### config.mk
export PLATFORM = sky130hd
export DESIGN_NAME = led_trail_pwm
export DESIGN_NICKNAME = d
export VERILOG_FILES = /design/src/rtl/led_trail_pwm.sv
export SDC_FILE = /design/constraint.sdc
export NUM_CORES = 1
export LEC_CHECK = 0
export ABC_AREA = 1
export CORE_MARGIN = 5
export CORE_UTILIZATION = 40
export CTS_CLUSTER_SIZE = 40
export DETAILED_ROUTE_END_ITERATION = 6
export GPL_TIMING_DRIVEN = 1
export MAX_ROUTING_LAYER = met4
export PLACE_DENSITY = 0.53
export RECOVER_POWER = 25
export SETUP_SLACK_MARGIN = 0.4
export SYNTH_ARGS = -nofsm -noshare
export SYNTH_HDL_FRONTEND = slang
export SYNTH_SLANG_ARGS = --single-unit
### constraint.sdc
create_clock -name clk -period 2.25 [get_ports clk]
set_input_delay 0.5625 -clock clk [delete_from_list [all_inputs] [get_ports clk]]
set_output_delay 0.5625 -clock clk [all_outputs]
set_load 0.005 [all_outputs]
### src/rtl/led_trail_pwm.sv
// Per-LED PWM driver with a decaying "comet tail": a lit pattern bit drives full brightness,
// and a cleared bit fades its channel down in fixed steps on each fade tick.
module led_trail_pwm #(
  parameter int unsigned NUM_LED   = 8,
  parameter int unsigned PWM_BITS  = 8,
  parameter int unsigned FADE_DIV  = 250000,
  parameter int unsigned FADE_STEP = 8
) (
  input  logic               clk,
  input  logic               rst,
  input  logic               enable,
  input  logic [NUM_LED-1:0] pattern_in,
  output logic [NUM_LED-1:0] led_out,
  output logic               pwm_wrap
);

  localparam int unsigned DivW = (FADE_DIV > 1) ? $clog2(FADE_DIV) : 1;
  localparam logic [PWM_BITS-1:0] Max     = '1;
  localparam logic [PWM_BITS-1:0] Step    = PWM_BITS'(FADE_STEP);
  localparam logic [DivW-1:0]     DivLast = DivW'(FADE_DIV - 1);

  logic [PWM_BITS-1:0] pwm_cnt_q, pwm_cnt_d;
  logic [DivW-1:0]     div_cnt_q, div_cnt_d;
  logic [PWM_BITS-1:0] level_q [NUM_LED];
  logic [PWM_BITS-1:0] level_d [NUM_LED];
  logic [PWM_BITS-1:0] duty_q  [NUM_LED];
  logic [PWM_BITS-1:0] duty_d  [NUM_LED];
  logic [NUM_LED-1:0]  led_d;
  logic                wrap_d;
  logic                fade_tick;
  logic                period_end;

  assign fade_tick  = (div_cnt_q == DivLast);
  assign period_end = (pwm_cnt_q == Max);

  always_comb begin
    pwm_cnt_d = pwm_cnt_q + 1'b1;
    div_cnt_d = fade_tick ? '0 : div_cnt_q + 1'b1;
    wrap_d    = period_end;
    led_d     = '0;
    for (int i = 0; i < NUM_LED; i++) begin
      level_d[i] = level_q[i];
      if (pattern_in[i]) begin
        level_d[i] = Max;
      end else if (fade_tick && (level_q[i] > Step)) begin
        level_d[i] = level_q[i] - Step;
      end else if (fade_tick) begin
        level_d[i] = '0;
      end
      // Shadow duty only reloads at the period boundary so a period is never cut short.
      duty_d[i] = period_end ? level_q[i] : duty_q[i];
      led_d[i]  = (duty_q[i] == Max) || (pwm_cnt_q < duty_q[i]);
    end
  end

  always_ff @(posedge clk) begin
    if (rst || !enable) begin
      pwm_cnt_q <= '0;
      div_cnt_q <= '0;
      led_out   <= '0;
      pwm_wrap  <= 1'b0;
      for (int i = 0; i < NUM_LED; i++) begin
        level_q[i] <= '0;
        duty_q[i]  <= '0;
      end
    end else begin
      pwm_cnt_q <= pwm_cnt_d;
      div_cnt_q <= div_cnt_d;
      led_out   <= led_d;
      pwm_wrap  <= wrap_d;
      for (int i = 0; i < NUM_LED; i++) begin
        level_q[i] <= level_d[i];
        duty_q[i]  <= duty_d[i];
      end
    end
  end

endmodule

---- Word level (Yosys, flattened, before mapping) ----
Memories as Yosys holds them, arrays and structs flattened.
Index checks and enable logic that the tools add are counted.
word-level totals
  flip-flop bits (word level) ............. 35
  RAM bits ................................ 128
  input port bits ......................... 11
  output and inout bits ................... 9
  word-level logic and storage cells ...... 128
  memories kept ........................... 2
cells by class
  add/subtract/negate cells ............... 10
  order comparisons ....................... 16
  equal/unequal tests ..................... 10
  mux-type cells .......................... 51
  bitwise gates (word level) .............. 16
  reduce and logical (&&, ||, !) cells .... 19
memory list
  name     words  bits a word  read ports  clocked after memory_dff  wr ports  RTL line  text
  duty_q   8      8            8           0                         8         26        logic [PWM_BITS-1:0] duty_q [NUM_LED];
  level_q  8      8            8           0                         8         24        logic [PWM_BITS-1:0] level_q [NUM_LED];
operators with widths
  cell                   count
  $mux 8                 48
  $eq 8x8->1 const B     9
  $gt 8x4->1 const B     8
  $lt 8x8->1             8
  $sub 8x4->8 const B    8
  $add 18x1->18 const B  1
  $eq 18x18->1 const B   1
  $or 1x1->1             16
  $logic_or 1x1->1       9
  $add 8x1->8 const B    1
  $logic_and 1x1->1      8
  $mux 1                 3
  $reduce_or 2->1        1
  $logic_not 1->1        1

---- Logic depth before layout (Yosys ltp) ----
  word-level depth ........................ 5
  depth in mapped cells ................... 11
  mapped depth without buffers ............ 9

---- Worst setup path after synthesis ----
Ideal clock, no wire load.
  path type ............................... register -> register
  start ................................... reg pwm_cnt_q[1]
  end ..................................... mem duty_q[1][2] (netlist: duty_q[0][10])
  library setup time ...................... 116 ps
  arrival time ............................ 1648 ps
  data required time ...................... 2134 ps
  setup slack ............................. 486 ps
  stages on the path, launching flop included .. 11
  path buffers ............................ 2
  period minus slack after synthesis ...... 1764 ps
  path through ............................ dfxtp_1 > ha_1 > nand2_1 > nor2_4 > nand2_2 > nor3_4 > nand2_2 > buf_6 > buf_6 > o21ai_0 > nor2_1
RTL lines
  what                    RTL line  text
  from (decl)             22        logic [PWM_BITS-1:0] pwm_cnt_q, pwm_cnt_d;
  from (signal assigned)  67        pwm_cnt_q <= pwm_cnt_d;
  to (decl)               26

==> reports/results.tsv <==
metric	value	unit
Final Worst Setup Slack	0.4029	ns
share of post-route cells with drive strength above 1	7.707	%
GR Util All Layers	17.51	%
antenna violations before repair	0	
worst-skew pair later-pin latency	0.41	ns
CP required	2.54	ns
crit-path max FO	20	
synth unique cells	36	
Power Dens Cells	703.5	nW/µm²
Max IR drop VDD	488.3	µV
Tightest Pin Transition	0.7042	ns
post-layout minimum cycle time	1.847	ns
Fin. Hold Viols	0	
Die ar.	20860	µm²
highest-count cells in the layout ignoring fill and taps	nand2_1, nor2_1, inv_1	
Port Buffers	19	
reg2reg setup slack	0.48	ns
first-pass GRT wire length	28400	µm
via/cell ratio	4.832	
Worst R2R Start	div_cnt_q[14]	
Post-Syn Area	7227	µm²
hold path depth	1	
FFs w/ async S/R, synth	0	%
hold worst-path end	pwm_cnt_q[0]	
dpl ws	0.3041	ns
Rows	49	
Initial Util	40.37	%
yosys warns	0	
Final TNS setup	0	ns
synthesized flop and latch total	131	
Slew Limit Fails	0	
vias post-DR	6185	
hold slack	0.4384	ns
drt pass-1 iters	4	
CTS tree	yes	
IO Count	20	
vias in the first global route	6008	
CTS Sinks	131	
Clock Tree Buf Depth	2	
CP arrival	2.14	ns
Yosys top cell area share	36.29	%
fin crit share	82.09	%
register area share after synthesis	36.29	%
post-detail-place hpwl	11890	µm
chip width	144.4	µm
Setup crit end kind	register	
Fmax	0.5414	GHz
R2R depth	8	
nature of the critical path startpoint	input pin	
grt total ovfl	0	
largest cells by area after synthesis	dfxtp_1, ha_1, nand2_1, nor2_1, a21oi_1	
Worst Setup Path Type	input pin to register	
Setup-failing EPs final	0	
nets	1115	
Max-cap violations	0	
EDFF count, synth	0	
Routed Antenna Nets	0	
drt total wl	16680	µm
biggest area consumer among synthesized cells	dfxtp_1	
root buffer cell	clkbuf_16	
Final Power	0.005963	W
status	completed	
Rel. slew slack	53.00	%
ANT cells	0	
Synth Area per Inst	7.241	µm²
Placer Congestion	0.8204	
P_leak	3.449	nW
Main synth FF type	dfxtp_1	
DRC Markers	0	
Clock transition at path regs	0.05	ns
P&R area growth vs syn	17.30	%
post-synthesis cell count	998	
commonest non-fill, non-tap cell in the layout	nand2_1	
HP Class	register to register	
Iter 0 DRT Violations	220	
clk_skew	0.006682	ns
wire length per cell	13.03	µm
Num CTS Buffers	17	
largest net degree at the start of global routing	33	
die height	144.4	µm
hold path startpoint	pwm_cnt_q[0]	
r2r endpoint	div_cnt_q[8]	
Net Count, Synth	1075	
core box area	17900	µm²
CTS H-tree lvls	4	
RSZ-0062 raised after global routing	false	
-- worst max-delay path by stage --
stage                     cells past startpoint          start  slack (ns)              to
after floorplan                              10   pwm_cnt_q[1]        0.49   duty_q[0][10]
after global placement                        5            rst        0.32   level_q[1][3]
after detailed placement                      6         enable        0.30   level_q[1][3]
after CTS                                    10   pwm_cnt_q[0]        0.42    duty_q[0][5]
after global routing                          9  div_cnt_q[14]        0.27  level_q[1][31]
final                                         6         enable        0.40  level_q[0][11]
-- metal layers --
| layer | part of all wire, % | GRT usage (%) | wire [µm] |
|---|---|---|---|
| met1 | 50 | 22.28 | 8381 |
| met2 | 47 | 28.70 | 7761 |
| met3 | 2.1 | 2.778 | 342 |
| met4 | 1.2 | 5.351 | 193 |
| met5 | 0 | - | 0 |
-- report_power, final --
group          leakage, nW  switching [W]  internal (W)
Combinational         2.05       0.000200      0.000135
Sequential            1.06      0.0000451       0.00237
Clock                0.334        0.00103       0.00219
Total                 3.45        0.00127       0.00469
-- timing repair --
action	CTS	global route
setup endpoints to repair	27	57
buffers inserted	0	4
hold buffers	0	0
resized for setup	2	18
pin swaps	0	1
-- area by class of cell --
cell class	instances	area, µm²
inverters	136	511.7
well taps	229	286.5
fillers	1921	9425
flip-flops and latches	131	2624
repair buffers	49	449.2
multi-input cells	703	3918
clock inverters	14	259.0
clock buffers	18	429.2
-- Yosys cell counts, types with 9 or more instances --
cell type	n
o21bai_1	9
o21ai_0	54
inv_1	130
clkbuf_1	13
o21a_1	9
dfxtp_1	131
nand3_1	39
nand2_1	166
ha_1	66
xor2_1	25
a21oi_1	108
nand4_1	21
nor2_1	154
-- state kept, by name, indices dropped and copies added (netlist names) --
name       flops
duty_q        48
level_q       48
div_cnt_q     18
led_out        8
pwm_cnt_q      8
pwm_wrap       1
-- per-stage QoR --
stage / cells / util, % / cell area (µm²)
global placement: 1244 / 43.35 / 7760
CTS: 1276 / 47.24 / 8457
floorplan: 998 / - / 7227
global route: 1280 / 47.35 / 8477
finish: 1280 / 47.35 / 8477
detailed placement: 1244 / 43.35 / 7760
-- worst max-delay path, stage by stage --
cell,delay (ns)
dlygate4sd3_1,0.53
inv_1,0.09
nor2_4,0.06
inv_1,0.52
buf_4,0.32
a21oi_1,0.06
-- cells by family (layout without fill, tap and decap cells) --
family                   Yosys count  after routing  share of synthesized area [%]
AO/OA/AOI/OAI                    197            197                          14.56
XOR/XNOR                          27             27                          3.272
buffers and inverters            164            217                          9.453
flip-flops                       131            131                          36.29
AND/OR/NAND/NOR                  413            413                          25.00
adder cells (fa/ha/maj)           66             66                          11.43
Note: power is estimated with default switching activity, not from simulation.
